--- src/rtl/char_motion_ctrl_pkg.sv ---
// Shared character definitions: state encodings, facing encoding, arena geometry.
// Combinational constants only; no latency.
// No flow control; consumed by the state FSM, motion control and hitbox logic.
package char_pkg;

  // Character state encodings (shared with the per-character state FSM)
  localparam logic [3:0] ST_IDLE        = 4'd0;
  localparam logic [3:0] ST_LEFT        = 4'd1;
  localparam logic [3:0] ST_RIGHT       = 4'd2;
  localparam logic [3:0] ST_NATK_START  = 4'd3;
  localparam logic [3:0] ST_NATK_ACTIVE = 4'd4;
  localparam logic [3:0] ST_NATK_RECOV  = 4'd5;
  localparam logic [3:0] ST_DATK_START  = 4'd6;
  localparam logic [3:0] ST_DATK_ACTIVE = 4'd7;
  localparam logic [3:0] ST_DATK_RECOV  = 4'd8;

  // Facing encoding
  localparam logic FACE_RIGHT = 1'b0;
  localparam logic FACE_LEFT  = 1'b1;

  // Arena and body geometry (pixels)
  localparam int START_X        = 100;
  localparam int X_MIN          = 0;
  localparam int X_MAX          = 640;
  localparam int CHAR_W         = 64;
  localparam int STEP_FWD       = 3;
  localparam int STEP_BACK      = 2;
  localparam int HITBOX_LEN     = 32;
  localparam int DIR_HITBOX_LEN = 48;

  // Signed working width for the position update
  typedef logic signed [10:0] sx_t;

  typedef enum logic {LATCH_ARMED, LATCH_SPENT} latch_e;

  function automatic logic is_active_attack(input logic [3:0] st);
    return (st == ST_NATK_ACTIVE) || (st == ST_DATK_ACTIVE);
  endfunction

endpackage

--- src/rtl/char_motion_ctrl_if.sv ---
// Per-frame character control bus: tick/state/facing/opponent in, position/hitbox/hit out.
// Pure signal bundle; no latency.
// No backpressure: all updates are paced by FRAME_TICK.
interface char_motion_ctrl_if;
  logic       FRAME_TICK;
  logic [3:0] STATE;
  logic       FACING;
  logic [9:0] OPP_X;
  logic [9:0] POS_X;
  logic       HITBOX_ACTIVE;
  logic [9:0] HITBOX_MIN;
  logic [9:0] HITBOX_MAX;
  logic       HIT_PULSE;
  logic [2:0] HITS_LANDED;

  // master: the upstream FSM / frame source; slave: the motion controller
  modport master (
    output FRAME_TICK, STATE, FACING, OPP_X,
    input  POS_X, HITBOX_ACTIVE, HITBOX_MIN, HITBOX_MAX, HIT_PULSE, HITS_LANDED
  );
  modport slave (
    input  FRAME_TICK, STATE, FACING, OPP_X,
    output POS_X, HITBOX_ACTIVE, HITBOX_MIN, HITBOX_MAX, HIT_PULSE, HITS_LANDED
  );
endinterface

--- src/rtl/char_motion_ctrl_hitbox_gen.sv ---
// Attack hitbox bounds, validity and overlap against the opponent hurtbox.
// Purely combinational; zero latency.
// No flow control. Ports: pos_x, facing, state, opp_x in; hb_min/hb_max/hb_vld/hb_overlap out.
module char_hitbox_gen
  import char_pkg::*;
(
  input  logic [9:0] pos_x,
  input  logic       facing,
  input  logic [3:0] state,
  input  logic [9:0] opp_x,
  output logic [9:0] hb_min,
  output logic [9:0] hb_max,
  output logic       hb_vld,
  output logic       hb_overlap
);
  logic [10:0] len;
  logic [10:0] near_edge;
  logic [10:0] far_edge;
  logic [10:0] opp_end;

  always_comb begin
    hb_vld    = is_active_attack(state);
    len       = (state == ST_DATK_ACTIVE) ? 11'(DIR_HITBOX_LEN) : 11'(HITBOX_LEN);
    near_edge = {1'b0, pos_x} + 11'(CHAR_W);
    far_edge  = near_edge + len;
    hb_min    = '0;
    hb_max    = '0;
    if (hb_vld) begin
      if (facing == FACE_RIGHT) begin
        hb_min = (near_edge > 11'd1023) ? 10'd1023 : 10'(near_edge);
        hb_max = (far_edge > 11'd1023) ? 10'd1023 : 10'(far_edge);
      end else begin
        hb_min = ({1'b0, pos_x} >= len) ? 10'({1'b0, pos_x} - len) : 10'd0;
        hb_max = pos_x;
      end
    end
    // Half-open intervals: touching edges do not count as contact
    opp_end    = {1'b0, opp_x} + 11'(CHAR_W);
    hb_overlap = hb_vld && ({1'b0, hb_min} < opp_end) && (opp_x < hb_max);
  end
endmodule

--- src/rtl/char_motion_ctrl.sv ---
// Per-frame character position, attack hitbox and one-shot hit event (macro CHAR_PUSHBOX_EN adds body blocking).
// 1 CLOCK latency: outputs register on the edge ending the FRAME_TICK cycle; HIT_PULSE lasts one CLOCK.
// No backpressure; inputs are sampled only on FRAME_TICK. Ports: CLOCK, RESET, bus (slave modport).
module char_motion_ctrl
  import char_pkg::*;
(
  input  logic                 CLOCK,
  input  logic                 RESET,
  char_motion_ctrl_if.slave    bus
);
  logic [9:0] pos_q, pos_d;
  logic       hb_act_q;
  logic [9:0] hb_min_q, hb_max_q;
  logic       hit_q;
  logic [2:0] hits_q;
  latch_e     latch_q, latch_d;
  logic       hit_fire;

  logic [9:0] hb_min, hb_max;
  logic       hb_vld, hb_overlap;

  // Hitbox uses the pre-update position; position never changes in attack states anyway
  char_hitbox_gen u_hitbox (
    .pos_x      (pos_q),
    .facing     (bus.FACING),
    .state      (bus.STATE),
    .opp_x      (bus.OPP_X),
    .hb_min     (hb_min),
    .hb_max     (hb_max),
    .hb_vld     (hb_vld),
    .hb_overlap (hb_overlap)
  );

  // Position update
  logic mv_left, mv_right, fwd;
  sx_t  cur, step, nxt;
`ifdef CHAR_PUSHBOX_EN
  sx_t  opp, lim;
`endif

  always_comb begin
    mv_left  = (bus.STATE == ST_LEFT);
    mv_right = (bus.STATE == ST_RIGHT);
    fwd      = (mv_left && bus.FACING == FACE_LEFT) || (mv_right && bus.FACING == FACE_RIGHT);
    step     = fwd ? sx_t'(STEP_FWD) : sx_t'(STEP_BACK);
    cur      = $signed({1'b0, pos_q});
    nxt      = cur;
    if (mv_right)     nxt = cur + step;
    else if (mv_left) nxt = cur - step;
`ifdef CHAR_PUSHBOX_EN
    opp = $signed({1'b0, bus.OPP_X});
    lim = cur;
    // Limit is never allowed to pull the body backwards: already overlapping means zero advance
    if (mv_right && opp > cur) begin
      lim = opp - sx_t'(CHAR_W);
      if (lim < cur) lim = cur;
      if (nxt > lim) nxt = lim;
    end else if (mv_left && opp < cur) begin
      lim = opp + sx_t'(CHAR_W);
      if (lim > cur) lim = cur;
      if (nxt < lim) nxt = lim;
    end
`endif
    if (nxt < sx_t'(X_MIN))          nxt = sx_t'(X_MIN);
    if (nxt > sx_t'(X_MAX - CHAR_W)) nxt = sx_t'(X_MAX - CHAR_W);
    pos_d = 10'(nxt);
  end

  // Hit latch: one connection per attack, re-armed by any tick outside an active phase
  always_comb begin
    latch_d  = latch_q;
    hit_fire = 1'b0;
    if (bus.FRAME_TICK) begin
      case (latch_q)
        LATCH_ARMED: if (hb_overlap) begin
          latch_d  = LATCH_SPENT;
          hit_fire = 1'b1;
        end
        LATCH_SPENT: if (!is_active_attack(bus.STATE)) latch_d = LATCH_ARMED;
        default:     latch_d = LATCH_ARMED;
      endcase
    end
  end

  always_ff @(posedge CLOCK) begin
    if (RESET) begin
      pos_q    <= 10'(START_X);
      hb_act_q <= 1'b0;
      hb_min_q <= '0;
      hb_max_q <= '0;
      hit_q    <= 1'b0;
      hits_q   <= '0;
      latch_q  <= LATCH_ARMED;
    end else begin
      hit_q   <= hit_fire;
      latch_q <= latch_d;
      if (bus.FRAME_TICK) begin
        pos_q    <= pos_d;
        hb_act_q <= hb_vld;
        hb_min_q <= hb_min;
        hb_max_q <= hb_max;
        if (hit_fire && hits_q != 3'd7) hits_q <= hits_q + 3'd1;
      end
    end
  end

  assign bus.POS_X         = pos_q;
  assign bus.HITBOX_ACTIVE = hb_act_q;
  assign bus.HITBOX_MIN    = hb_min_q;
  assign bus.HITBOX_MAX    = hb_max_q;
  assign bus.HIT_PULSE     = hit_q;
  assign bus.HITS_LANDED   = hits_q;
endmodule

--- src/flat_wrapper.sv ---
// flat-port wrapper written by rule: the top's interface ports become plain ports
module char_motion_ctrl_flat import char_pkg::*;
  (CLOCK, RESET, bus_FRAME_TICK, bus_STATE, bus_FACING, bus_OPP_X, bus_POS_X, bus_HITBOX_ACTIVE, bus_HITBOX_MIN, bus_HITBOX_MAX, bus_HIT_PULSE, bus_HITS_LANDED);
  char_motion_ctrl_if bus_i ();
  input  logic CLOCK;
  input  logic RESET;
  input wire logic [$bits(bus_i.FRAME_TICK)-1:0] bus_FRAME_TICK;
  input wire logic [$bits(bus_i.STATE)-1:0] bus_STATE;
  input wire logic [$bits(bus_i.FACING)-1:0] bus_FACING;
  input wire logic [$bits(bus_i.OPP_X)-1:0] bus_OPP_X;
  output wire logic [$bits(bus_i.POS_X)-1:0] bus_POS_X;
  output wire logic [$bits(bus_i.HITBOX_ACTIVE)-1:0] bus_HITBOX_ACTIVE;
  output wire logic [$bits(bus_i.HITBOX_MIN)-1:0] bus_HITBOX_MIN;
  output wire logic [$bits(bus_i.HITBOX_MAX)-1:0] bus_HITBOX_MAX;
  output wire logic [$bits(bus_i.HIT_PULSE)-1:0] bus_HIT_PULSE;
  output wire logic [$bits(bus_i.HITS_LANDED)-1:0] bus_HITS_LANDED;
  assign bus_i.FRAME_TICK = bus_FRAME_TICK;
  assign bus_i.STATE = bus_STATE;
  assign bus_i.FACING = bus_FACING;
  assign bus_i.OPP_X = bus_OPP_X;
  assign bus_POS_X = bus_i.POS_X;
  assign bus_HITBOX_ACTIVE = bus_i.HITBOX_ACTIVE;
  assign bus_HITBOX_MIN = bus_i.HITBOX_MIN;
  assign bus_HITBOX_MAX = bus_i.HITBOX_MAX;
  assign bus_HIT_PULSE = bus_i.HIT_PULSE;
  assign bus_HITS_LANDED = bus_i.HITS_LANDED;
  char_motion_ctrl u_core (.CLOCK(CLOCK), .RESET(RESET), .bus(bus_i));
endmodule
--- config.mk ---
export PLATFORM = sky130hd
export DESIGN_NAME = char_motion_ctrl_flat
export DESIGN_NICKNAME = d
export VERILOG_FILES = /design/src/rtl/char_motion_ctrl_pkg.sv /design/src/rtl/char_motion_ctrl_if.sv /design/src/rtl/char_motion_ctrl_hitbox_gen.sv /design/src/rtl/char_motion_ctrl.sv /design/src/flat_wrapper.sv
export SDC_FILE = /design/constraint.sdc
export NUM_CORES = 1
export LEC_CHECK = 0
export ABC_AREA = 1
export BUFFER_PORTS_ARGS = -buffer_cell sky130_fd_sc_hd__buf_4
export CORE_MARGIN = 4
export CORE_UTILIZATION = 58
export CTS_CLUSTER_DIAMETER = 30
export DETAILED_ROUTE_END_ITERATION = 8
export PLACE_DENSITY = 0.82
export SYNTH_ARGS = -nofsm -noshare
export SYNTH_HDL_FRONTEND = slang
export SYNTH_SLANG_ARGS = --single-unit
--- constraint.sdc ---
create_clock -name CLOCK -period 3.7 [get_ports CLOCK]
set_clock_uncertainty 0.2 [all_clocks]
set_input_delay 0.37 -clock CLOCK [delete_from_list [all_inputs] [get_ports CLOCK]]
set_output_delay 0.37 -clock CLOCK [all_outputs]
set_load 0.02 [all_outputs]
---- Yosys cells after proc, flatten, opt, wreduce, memory -nomap -nowiden ----
Index checks and enable logic that the tools add are counted.
cells by class
  add/subtract/negate cells ............... 7
  order comparisons ....................... 7
  equal/unequal tests ..................... 5
  mux-type cells .......................... 18
  bitwise logic cells ..................... 2
  reductions and logical operators ........ 8
operator list
  kind                                                                           number
  10-bit two-way mux                                                             8
  11-bit two-way mux                                                             3
  10-bit by 7-bit adder with 11-bit output, second input constant                2
  11-bit by 10-bit > comparator with 1-bit output, second input constant         2
  11-bit adder                                                                   1
  11-bit by 6-bit adder with 11-bit output                                       1
  11-bit > comparator, second input constant                                     1
  10-bit by 11-bit less-than comparator with 1-bit output                        1
  11-bit by 1-bit less-than comparator with 1-bit output, second input constant  1
  11-bit subtractor                                                              1
  10-bit by 6-bit greater-or-equal comparator with 1-bit output                  1
  10-bit less-than comparator                                                    1
  10-bit by 6-bit subtractor with 10-bit output                                  1
  4-bit by 3-bit equality test with 1-bit output, second input constant          2
  1-bit logical AND                                                              5
  1-bit two-way mux                                                              5
  5-bit two-way mux                                                              1
  4-bit by 1-bit equality test with 1-bit output, second input constant          1
  4-bit by 2-bit equality test with 1-bit output, second input constant          1
  3-bit by 1-bit adder with 3-bit output, second input constant                  1
  3-bit inequality test, second input constant                                   1
  1-bit logical OR                                                               2
  1-bit inverter                                                                 2
  1-bit one-hot mux with 2 select lines                                          1
  2-bit AND reduction                                                            1
word-level totals
  register bits after elaboration ......... 36
  bits of input ports ..................... 18
  word-level logic and storage cells ...... 54

---- Logic depth before layout (Yosys ltp) ----
  depth in word-level cells ............... 14
  mapped depth ............................ 25

---- Hierarchy ----
Synthesis repeated with hierarchy kept, for this count alone.
unflattened totals
  cells, all modules ...................... 523
  area total of the unflattened synthesis .. 3,325.7 um^2
modules (own cells, without submodules)
  module            instances  cells an instance  area an instance (um^2)
  char_motion_ctrl  1          309                2,043.2
  char_hitbox_gen   1          214                1,282.5

---- Least setup slack after synthesis ----
Ideal clock, no wire load.
  path type ............................... input port to flip-flop
  from .................................... in bus_STATE[0]
  to ...................................... reg u_core.hits_q[0] (netlist: u_core.bus.HITS_LANDED[0])
  arrival ................................. 3.040 ns
  data required time ...................... 3.377 ns
  setup slack ............................. 0.338 ns
  stages on the path ...................... 23
  cell sequence ........................... inv_2 -> nor4_1 -> ha_1 -> inv_1 -> ha_1 -> inv_1 -> nand2_1 -> nor2_1 -> nand2_1 -> nand2_1 -> inv_1 -> a21oi_1 -> o21ai_0 -> ha_1 -> a21oi_1 -> nand2_1 -> nor3_1 -> a21boi_1 -> nand4_1 -> a21oi_4 -> nand4_1 -> nand2_1 -> nor2_2
between the ends
  cells in the longest elaborated chain, start to end .. 14
  elaborated cells between the ends (all ways) .. 23
  classes of those cells .................. 2 x add/sub; 4 x order compare; 2 x eq/ne; 10 x mux; 5 x reduce/logical
ends and longest elaborated chain
  what                                                                                           RTL line                                                              source
  start, declared                                                                                flat_wrapper.sv:8                                                     input wire logic [$bits(bus_i.STATE)-1:0] bus_STATE;
  4-bit by 3-bit equality test with 1-bit output                                                 char_motion_ctrl_pkg.sv:37, char_motion_ctrl_hitbox_gen.sv:23
  5-bit two-way mux                                                                              char_motion_ctrl_hitbox_gen.sv:23                                     len = (state == ST_DATK_ACTIVE) ? 11'(DIR_HITBOX_LEN) : 11'(HITBOX_LEN);
  11-bit by 6-bit adder with 11-bit output (tied with other cells)                               char_motion_ctrl_hitbox_gen.sv:25                                     far_edge = near_edge + len;
  11-bit by 10-bit > comparator with 1-bit output or 10-bit two-way mux (tied branches)          char_motion_ctrl_hitbox_gen.sv:31, char_motion_ctrl_hitbox_gen.sv:33
  10-bit two-way mux (on tied branches)                                                          char_motion_ctrl_hitbox_gen.sv:31, char_motion_ctrl_hitbox_gen.sv:29
  10-bit two-way mux (on tied branches)                                                          char_motion_ctrl_hitbox_gen.sv:29, char_motion_ctrl_hitbox_gen.sv:28
  10-bit two-way mux or 10-bit by 11-bit less-than comparator with 1-bit output (tied branches)  char_motion_ctrl_hitbox_gen.sv:28, char_motion_ctrl_hitbox_gen.sv:39
  10-bit less-than comparator or 1-bit logical AND (tied branches)                               char_motion_ctrl_hitbox_gen.sv:39                                     hb_overlap = hb_vld && ({1'b0, hb_min} < opp_end) && (opp_x < hb_max);
  1-bit logical AND (*)                                                                          char_motion_ctrl_hitbox_gen.sv:39
  1-bit two-way mux (*)                                                                          char_motion_ctrl.sv:75                                                LATCH_ARMED: if (hb_overlap) begin
  1-bit two-way mux (*)                                                                          char_motion_ctrl.sv:74                                                case (latch_q)
  1-bit two-way mux (*)                                                                          char_motion_ctrl.sv:73                                                if (bus.FRAME_TICK) begin
  1-bit logical AND (*)                                                                          char_motion_ctrl.sv:102                                               if (hit_fire && hits_q != 3'd7) hits_q <= hits_q + 3'd1;
  2-bit AND reduction (no line) (*)                                                              n/a
  end signal, assigned                                                                           char_motion_ctrl.sv:102
  end, declared                                                                                  char_motion_ctrl.sv:15                                                logic [2:0] hits_q;
Mark *: on every way between the ends. The rest lies on a longest branch, timed or not.
A chain may end at the register's enable or synchronous reset.

---- Worst setup path in the final report ----
  from .................................... in bus_STATE[3]
  to ...................................... reg u_core.hits_q[0] (netlist: u_core.bus.HITS_LANDED[0])
The elaborated chain is that of the path after synthesis.

==> out/metrics.yaml <==
run_status:
  outcome: "finished clean"
power:
  p_switching_mw: 0.364
  peakVddDrop_mv: 0.231
  pwr-share-comb: 0.308
  p_leak_nw: 1.95
  seq_power_share: 0.417
  power.density_nw_per_um2: 255
  cell_internal_pwr_mw: 0.660
  power_frac_clock: 0.274
  switching_share: 0.355
synth:
  syn_nets: 551
  syn_avg_cell_area_um2: 6.55
  yosysWarnings: 0
  synthMuxAreaShare: 0
  syn_area_um2: 3280
  synth_top_family_by_area: "simple AND/OR/NAND/NOR gates"
  synth_compound_area_frac: 0.195
  synth_top_cell_area_share: 0.220
  synth_common_cells: "nand2_1 (89), inv_1 (61), o21ai_0 (46), nor2_1 (42)"
  synth-edff-count: 0
  synth_adder_area_share: 0.122
  postSynthCellCount: 501
  synth-seq-cells: 36
  yosys-top-cells-area: "dfxtp_1 (22%), ha_1 (12%), nand2_1 (10%), o21ai_0 (7.0%), inv_1 (7.0%)"
  async_reset_ff_frac: 0
  yosysTopAreaCell: "dfxtp_1"
  synthXorXnorAreaFrac: 0.0339
  synth.distinct_cells: 38
  synth_most_common_cell: "nand2_1"
  yosysSeqAreaShare: 0.220
  yosys.area_share.simple: 0.310
  synth_ff_type: "dfxtp_1"
setup_path:
  required_ns: 3.69
  slowest_stage: "ha_1"
  critPathBufInv: 6
  crit_family: "simple AND/OR/NAND/NOR gates"
  cpMostUsedCell: "nand2_1"
  startpoint: "bus_STATE[3]"
  end_kind: "register"
  r2r_end: "u_core.bus.HITS_LANDED[0]"
  cp.arrival_ns: 3.51
  r2r_cells: 18
  reg2reg_slack_ns: 0.22
  critPathMaxFanout: 3
  critPathMaxStageDelay_ns: 0.35
  crit_type: "in2reg"
  r2r-start: "u_core.bus.POS_X[7]"
  start_kind: "primary input"
drt:
  vias: 3549
  drt_iter0_drc: 266
  wire_per_inst_um: 14.5
  drc: 0
  ant_nets: 0
  viasPerCell: 5.53
  drtPass1Iterations: 5
  routed_wl_um: 9280
final_layout:
  nets: 619
  area_growth_pct: 22.3
  layout-drive-gt1-share: 0.270
  final_cell_area_um2: 4010
  stdcell_count: 642
  diodes: 0
timing:
  fin_crit_ns: 3.52
  period_share: 0.952
  tightest_slew_ns: 0.827
  setup_ws_ns: 0.178
  hold_slack_ns: 0.118
  setup_viol: 0
  finalMaxSlewViolations: 0
  clock.fmax_mhz: 284
  final_hold_viol_count: 0
  maxSlewHeadroom: 0.448
floorplan:
  num_io_pins: 53
  die-width_um: 83.2
  initial_core_util: 0.596
  fp-row-count: 27
  coreArea_um2: 5510
  die_h_um: 83.2
  die_area_um2: 6930
cts:
  clock_latency_ns: 0.29
  cts_max_level: 2
  cts_tree: "yes"
  clockRootBuffer: "clkbuf_8"
  clkTransAtPathRegs_ns: 0.08
  clock_sink_count: 36
  clk_path_buf_depth: 2
  cts_buffers: 5
grt:
  grt_pass1_wl_um: 15400
  grt_antenna_before_repair: 0
  grt_max_degree: 51
  first_global_vias: 3358
  grt.overflow.total: 0
  grt_usage: 0.264
min_path:
  hp-start: "RESET"
  whs_endpoint: "u_core.bus.HITS_LANDED[0]"
  hold_class: "in2reg"
  holdPathStages: 2
placement:
  place_area_um2: 3860
  gp_congestion: 0.995
  post-place-ws_ns: -0.160
  dp_hpwl_um: 7180
  portBuffers: 52
  dpl.cell_count: 632
job:
  cap_violations: 0
## flip-flops by register name, indices dropped and copies added, names as in the netlist
signal,count
u_core.bus.HITBOX_MAX,10
u_core.bus.HITBOX_MIN,10
u_core.bus.POS_X,10
u_core.bus.HITS_LANDED,3
u_core.bus.HITBOX_ACTIVE,1
u_core.bus.HIT_PULSE,1
u_core.latch_q,1
## through the flow
step	utilization	setup TNS [ns]	power, mW
2_1_floorplan	-	0	0.631
3_3_place_gp	0.702	-0.130	0.733
3_5_place_dp	0.702	-0.383	0.741
4_1_cts	0.718	0	1.02
5_1_grt	0.729	-0.0156	1.09
6_report	0.729	0	1.02
## layout make-up
class	count	area [um^2]
Tap cell	72	90.1
Timing Repair Buffer	82	616
Sequential cell	36	721
Multi-Input combinational cell	369	2220
Clock buffer	5	68.8
Fill cell	451	1490
Inverter	75	284
Clock inverter	3	18.8
## cell families (layout without fill, tap and decap cells)
logic type	after synthesis	count (layout)
buffers and inverters	96	165
and+or+nand+nor	215	215
DFF	36	36
xor gates and xnor gates	11	11
adders and majority gates	32	32
AOI/OAI and AO/OA	111	111
## placed cells by master (no fill, tap or decap), drive strengths merged, types with 6 or more instances in the layout
| cell | count |
|---|---|
| nand2 | 113 |
| buf | 82 |
| inv | 74 |
| o21ai | 51 |
| nor2 | 49 |
| a21oi | 42 |
| dfxtp | 36 |
| nand3 | 33 |
| ha | 32 |
| nand4 | 11 |
| xor2 | 9 |
| nor3 | 6 |
## power by group through the flow
stage,sequential [mW],clock (mW),combinational (mW)
after floorplan,0.454,0,0.177
after global placement,0.435,0,0.299
after detailed placement,0.436,0,0.305
after CTS,0.427,0.289,0.307
after global routing,0.430,0.307,0.350
final,0.427,0.281,0.316
## per-layer routing
layer,GRT usage,up-vias,routed length (um)
met5,0,-,0
met4,0.0743,0,109
met3,0.0605,12,771
met2,0.439,148,4320
met1,0.342,1604,4080
li1,-,1785,-
## timing repair
item | 4_1_cts | 5_1_grt
buffers inserted | 0 | 2
endpoints found under the setup margin | 0 | 4
gates resized for setup | 0 | 13
hold buffers | 0 | 0
## worst max path at each step
stage / endpoint / cells after the start
2_1_floorplan: u_core.bus.HITS_LANDED[0] / 23
3_3_place_gp: u_core.bus.HITS_LANDED[1] / 25
3_5_place_dp: u_core.bus.HITS_LANDED[2] / 25
4_1_cts: u_core.bus.HITS_LANDED[2] / 25
5_1_grt: u_core.bus.HITS_LANDED[0] / 25
6_report: u_core.bus.HITS_LANDED[0] / 25
No activity file was read; power rests on OpenSTA's default activity.
